[config.mk]
export PLATFORM = sky130hd
export DESIGN_NAME = sw_operand_entry
export DESIGN_NICKNAME = d
export VERILOG_FILES = /design/src/rtl/sw_entry_pkg.sv /design/src/rtl/sw_debounce.sv /design/src/rtl/sw_operand_entry.sv
export SDC_FILE = /design/constraint.sdc
export NUM_CORES = 1
export LEC_CHECK = 0
export ABC_AREA = 1
export CORE_MARGIN = 1.5
export CORE_UTILIZATION = 54
export DETAILED_ROUTE_END_ITERATION = 8
export GPL_TIMING_DRIVEN = 0
export HOLD_SLACK_MARGIN = 0.15
export PLACE_DENSITY = 0.76
export SYNTH_ARGS = -nofsm -noshare
export SYNTH_HDL_FRONTEND = slang
export SYNTH_SLANG_ARGS = --single-unit
[constraint.sdc]
create_clock -name clk -period 2.99 [get_ports clk]
set_input_delay 0.598 -clock clk [delete_from_list [all_inputs] [get_ports clk]]
set_output_delay 0.598 -clock clk [all_outputs]
set_load 0.02 [all_outputs]
[src/rtl/sw_entry_pkg.sv]
// Shared types and default timing constants for the push-button operand entry block.
package sw_entry_pkg;

    localparam int DEFAULT_WIDTH             = 5;
    localparam int DEFAULT_DEBOUNCE_CYCLES   = 270000;    // 10 ms at 27 MHz
    localparam int DEFAULT_LONG_PRESS_CYCLES = 13500000;  // 0.5 s at 27 MHz

    // sw2 gesture tracker: idle editing, button held, long press already committed
    typedef enum logic [1:0] {
        EDIT      = 2'd0,
        HOLD      = 2'd1,
        LONG_WAIT = 2'd2
    } entry_state_e;

endpackage

[src/rtl/sw_debounce.sv]
// One active-low button: 2-FF synchroniser, stability counter, and one-cycle
// press/release pulses on the debounced level edges.
module sw_debounce
    import sw_entry_pkg::*;
#(
    parameter int DEBOUNCE_CYCLES = DEFAULT_DEBOUNCE_CYCLES
) (
    input  logic clk,
    input  logic rst,
    input  logic raw_n_i,
    output logic level_o,
    output logic press_o,
    output logic release_o
);

    localparam int CNT_W = $clog2(DEBOUNCE_CYCLES + 1);
    localparam logic [CNT_W-1:0] CNT_LAST = CNT_W'(DEBOUNCE_CYCLES - 1);

    logic             sync1_q, sync2_q;
    logic             level_q, level_d;
    logic             press_q, press_d;
    logic             release_q, release_d;
    logic [CNT_W-1:0] cnt_q, cnt_d;

    // Count consecutive cycles where the synced input disagrees with the accepted level;
    // the level flips on the cycle that completes DEBOUNCE_CYCLES disagreeing samples.
    always_comb begin
        cnt_d     = cnt_q;
        level_d   = level_q;
        press_d   = 1'b0;
        release_d = 1'b0;
        if (sync2_q == level_q) begin
            cnt_d = '0;
        end else if (cnt_q == CNT_LAST) begin
            cnt_d     = '0;
            level_d   = sync2_q;
            press_d   = ~sync2_q;
            release_d = sync2_q;
        end else begin
            cnt_d = cnt_q + CNT_W'(1);
        end
    end

    // Synchroniser and debounce state; everything idles at "released".
    always_ff @(posedge clk or posedge rst) begin
        if (rst) begin
            sync1_q   <= 1'b1;
            sync2_q   <= 1'b1;
            level_q   <= 1'b1;
            press_q   <= 1'b0;
            release_q <= 1'b0;
            cnt_q     <= '0;
        end else begin
            sync1_q   <= raw_n_i;
            sync2_q   <= sync1_q;
            level_q   <= level_d;
            press_q   <= press_d;
            release_q <= release_d;
            cnt_q     <= cnt_d;
        end
    end

    assign level_o   = level_q;
    assign press_o   = press_q;
    assign release_o = release_q;

endmodule

[src/rtl/sw_operand_entry.sv]
// Two-button operand editor: sw1 increments the selected field, a short sw2 press
// toggles the field, a long sw2 press commits (x, y) to the downstream consumer.
//
// Output handshake: out_x/out_y are meaningful and held constant while out_valid is 1;
// the pair is consumed on a rising clk edge where out_valid and out_ready are both 1,
// and out_valid only ever drops on such an edge (or on reset).
module sw_operand_entry
    import sw_entry_pkg::*;
#(
    parameter int WIDTH             = DEFAULT_WIDTH,
    parameter int DEBOUNCE_CYCLES   = DEFAULT_DEBOUNCE_CYCLES,
    parameter int LONG_PRESS_CYCLES = DEFAULT_LONG_PRESS_CYCLES
) (
    input  logic             clk,
    input  logic             rst,
    input  logic             sw1,
    input  logic             sw2,
    input  logic             out_ready,
    output logic             out_valid,
    output logic [WIDTH-1:0] out_x,
    output logic [WIDTH-1:0] out_y,
    output logic [WIDTH-1:0] live_x,
    output logic [WIDTH-1:0] live_y,
    output logic             sel
);

    localparam int HOLD_W = $clog2(LONG_PRESS_CYCLES + 1);
    localparam logic [HOLD_W-1:0] HOLD_LAST = HOLD_W'(LONG_PRESS_CYCLES - 1);

    logic sw1_press, sw2_press, sw2_release;
    logic unused_sw1_level, unused_sw1_release, unused_sw2_level;

    sw_debounce #(.DEBOUNCE_CYCLES(DEBOUNCE_CYCLES)) u_sw1_db (
        .clk       (clk),
        .rst       (rst),
        .raw_n_i   (sw1),
        .level_o   (unused_sw1_level),
        .press_o   (sw1_press),
        .release_o (unused_sw1_release)
    );

    sw_debounce #(.DEBOUNCE_CYCLES(DEBOUNCE_CYCLES)) u_sw2_db (
        .clk       (clk),
        .rst       (rst),
        .raw_n_i   (sw2),
        .level_o   (unused_sw2_level),
        .press_o   (sw2_press),
        .release_o (sw2_release)
    );

    entry_state_e      state_q;
    logic [HOLD_W-1:0] hold_cnt_q;
    logic              sel_q;
    logic              commit_req;

    // A release on the same cycle the hold limit is reached counts as a short press.
    assign commit_req = (state_q == HOLD) && !sw2_release && (hold_cnt_q == HOLD_LAST);

    // sw2 gesture FSM: classifies each hold as short (toggle field) or long (commit).
    always_ff @(posedge clk or posedge rst) begin
        if (rst) begin
            state_q    <= EDIT;
            hold_cnt_q <= '0;
            sel_q      <= 1'b0;
        end else begin
            case (state_q)
                EDIT: begin
                    if (sw2_press) begin
                        state_q    <= HOLD;
                        hold_cnt_q <= '0;
                    end
                end
                HOLD: begin
                    if (sw2_release) begin
                        sel_q   <= ~sel_q;
                        state_q <= EDIT;
                    end else if (hold_cnt_q == HOLD_LAST) begin
                        state_q <= LONG_WAIT;
                    end else begin
                        hold_cnt_q <= hold_cnt_q + HOLD_W'(1);
                    end
                end
                LONG_WAIT: begin
                    if (sw2_release) state_q <= EDIT;
                end
                default: state_q <= EDIT;
            endcase
        end
    end

    logic [WIDTH-1:0] live_x_q, live_x_d, live_y_q, live_y_d;
    logic [WIDTH-1:0] out_x_q, out_x_d, out_y_q, out_y_d;
    logic             out_valid_q, out_valid_d;

    // Operand edits and commit capture; the commit samples the pre-increment live values
    // and is ignored while a pair is still pending (even if it is consumed this cycle).
    always_comb begin
        live_x_d    = live_x_q;
        live_y_d    = live_y_q;
        out_x_d     = out_x_q;
        out_y_d     = out_y_q;
        out_valid_d = out_valid_q;
        if (sw1_press) begin
            if (sel_q) live_y_d = live_y_q + WIDTH'(1);
            else       live_x_d = live_x_q + WIDTH'(1);
        end
        if (out_valid_q && out_ready) out_valid_d = 1'b0;
        if (commit_req && !out_valid_q) begin
            out_x_d     = live_x_q;
            out_y_d     = live_y_q;
            out_valid_d = 1'b1;
        end
    end

    // Operand and handshake registers.
    always_ff @(posedge clk or posedge rst) begin
        if (rst) begin
            live_x_q    <= '0;
            live_y_q    <= '0;
            out_x_q     <= '0;
            out_y_q     <= '0;
            out_valid_q <= 1'b0;
        end else begin
            live_x_q    <= live_x_d;
            live_y_q    <= live_y_d;
            out_x_q     <= out_x_d;
            out_y_q     <= out_y_d;
            out_valid_q <= out_valid_d;
        end
    end

    assign live_x    = live_x_q;
    assign live_y    = live_y_q;
    assign out_x     = out_x_q;
    assign out_y     = out_y_q;
    assign out_valid = out_valid_q;
    assign sel       = sel_q;

endmodule

==> reports/metrics.yaml <==
status:
  status: "complete, no violations"
worst_setup_path:
  crit_buf_inv: 1
  rr_startpoint: "hold_cnt_q[0]"
  cp_slowest_cell: "clkdlybuf4s50_1"
  reg2reg_slack_ns: 0.99
  worstSetupPathType: "flip-flop to output port"
  crit_path_end_kind: "output port"
  crit_arrival_ns: 1.42
  reg2reg_to: "hold_cnt_q[8]"
  crit_path_max_incr_delay_ns: 0.63
  reg2reg_depth: 8
  worstPathRequired_ns: 2.39
  cp_max_fo: 4
  critical_path.top_delay_family: "buffers and inverters"
  start_kind: "flip-flop"
  path_cells: "clkdlybuf4s50_1"
  crit_cells: 1
synth:
  synth_edf_count: 0
  netlist_area_sq_um: 4930
  synth_cell_type_count: 38
  syn-mean-instance-area_sq_um: 8.08
  yosys_warnings: 0
  synth-seq-cells: 95
  yosysTopAreaCellShare_pct: 45.2
  synth_ff_type: "dfrtp_1"
  syn_inst: 610
  synth-seq-area-share_pct: 48.4
  post-synth-top-area-cell: "dfrtp_1"
  synth_area_leaders: "dfrtp_1 45%, nand2_1 10%, nor2_1 7.5%, xor2_1 5.5%, inv_1 5.2%"
  synth_nets: 620
  async_flop_share_pct: 100
clocking:
  h-tree-depth: 3
  cts_sinks: 95
  cts_hold_buffers: 0
  clock_latency_ns: 0.37
  cts_resized: 0
  cts_buffers: 9
  cts_tree: "yes"
  root_buffer: "clkbuf_8"
  cts_setup_buffers: 0
  clk_pin_slew_ns: 0.10
  clockBufferDepth: 2
floorplanning:
  die_h_um: 98.5
  start_util_pct: 56.3
  ios: 27
  core-area_sq_um: 8760
  placementRows: 34
  dieArea_sq_um: 9710
  die_w_um: 98.5
routing:
  wl_um: 10200
  routedWlPerCell_um: 13.5
  vias_per_cell: 5.28
  drt_iter0_markers: 172
  vias: 4026
  firstDrtPassIters: 4
  drc: 0
  antenna_left: 0
cells_and_area:
  drive_gt1_share_pct: 9.79
  finalInstanceArea_sq_um: 5610
  area_delta_synth_final_pct: 13.9
  antenna_cells: 0
  nets: 659
  final_core_util_pct: 64.1
grt:
  grt_max_degree: 42
  antenna_found_initial: 0
  grt_pass1_wl_um: 18100
  track_usage_pct: 22.9
  overflow: 0
  grt_pass1_vias: 3953
timing:
  fmax_ghz: 0.496
  maxSlewViolCount: 0
  relSlewSlack_pct: 51.2
  worst-slew-pin-transition_ns: 0.727
  hold_viol_final: 0
  rsz0062_at_grt: "false"
  period_share_pct: 67.4
  period_minus_slack_ns: 2.02
  tns_ns: 0
  setup-violations-final: 0
  skew_ns: 0.0147
power_and_ir_drop:
  p_leak_uw: 0.00238
  ir_worst_vdd_v: 0.000335
  pwr_density_cell_nw_per_um2: 427
  total_power_uw: 2400
job:
  cap_violations: 0
place:
  placed_area_sq_um: 5370
  place_hpwl_um: 7430
  io_buffers: 26
  gp_congestion: 0.927
hold_path:
  hp-class: "flip-flop to flip-flop"
  worstHoldStart: "u_sw1_db.sync1_q"
  whs_path_depth: 0
  hold_path_end: "u_sw1_db.sync2_q"
[synthesized netlist by cell type, types with 5 or more instances]
library cell  instances
a21oi_1              10
xor2_1               31
o21ai_0              12
nor2_2                6
nand3_1              40
o21ai_2               5
inv_1                68
ha_1                  5
nand4_1               9
xnor2_1               6
o21ai_1              16
nor3_1               21
nand3b_1              5
nor2_1               98
nand2_1             137
dfstp_2               6
dfrtp_1              89
or2_2                 6
[placed cells by master (no fill, tap or decap), types with 2 or more instances in the layout]
cell and count:
a21o_1 2, nand2_1 137, clkbuf_8 9, nand4_1 9, nor4_1 4, nor2_2 6, buf_12 3, clkbuf_1 2
buf_2 2, or2_2 6, o21bai_1 2, clkinvlp_4 2, o21ai_1 16, nand2_2 4, xor2_1 31, nor3_2 3
nor2_4 3, clkdlybuf4s50_1 26, and3_1 3, nor3_1 21, and2_1 2, xnor2_1 6, ha_1 5, dfrtp_1 89
o21ai_0 12, nand3_1 40, inv_2 4, bufinv_16 3, a21oi_1 10, o21ai_2 5, nand3_2 2, inv_1 67
dfstp_2 6, nor2_1 98, nand3b_1 5
[sequential cells by signal, indices dropped and copies added, names as in the netlist, 2 cells and up]
register and cells:
live_y 5, out_y 5, out_x 5, live_x 5, u_sw2_db.cnt_q 19, hold_cnt_q 24, u_sw1_db.cnt_q 19, state_q 2
[per-layer routing]
metal,GRT usage (%),vias up,routed length [um]
met2,37.6,72,4910
met3,3.48,17,384
met1,31.1,1923,4770
li1,-,2014,-
met4,8.13,0,189
met5,0,-,0
[layout make-up]
| cell class | count | area (sq um) |
|---|---|---|
| Tap cell | 108 | 135 |
| Multi-Input combinational cell | 437 | 2220 |
| Clock buffer | 10 | 128 |
| Sequential cell | 95 | 2380 |
| Inverter | 72 | 274 |
| Clock inverter | 6 | 118 |
| Timing Repair Buffer | 28 | 300 |
| Buffer | 6 | 56.3 |
| Fill cell | 740 | 3150 |
[how the worst max path moves through the flow]
stage,from,end
final,sel,sel
after global routing,hold_cnt_q[0],hold_cnt_q[8]
after CTS,sel,sel
after detailed placement,hold_cnt_q[0],out_y[1]
after global placement,rst,out_x[4]
after floorplan,rst,hold_cnt_q[0]
[through the flow]
| step | std cells | worst slack (ns) | hold slack [ns] |
|---|---|---|---|
| after floorplan | 610 | 1.28 | 0.345 |
| after global placement | 744 | 0.305 | 0.347 |
| after detailed placement | 746 | 1.05 | 0.347 |
| after CTS | 762 | 0.959 | 0.360 |
| after global routing | 762 | 0.801 | 0.368 |
| final | 762 | 0.975 | 0.360 |
[kinds of logic after synthesis]
family,synth area share (%)
simple gates,31.3
flops,48.4
buf+inv,6.62
compound gates,5.81
xor+xnor,6.57
fa+ha+maj,1.27
[power by group]
part	total, uW	switching [uW]	internal [uW]
sequential	1300	5.63	1300
clock	1040	472	563
combinational	61.2	42.7	18.5
total	2400	521	1880
Note: power is estimated with default switching activity, not from simulation.
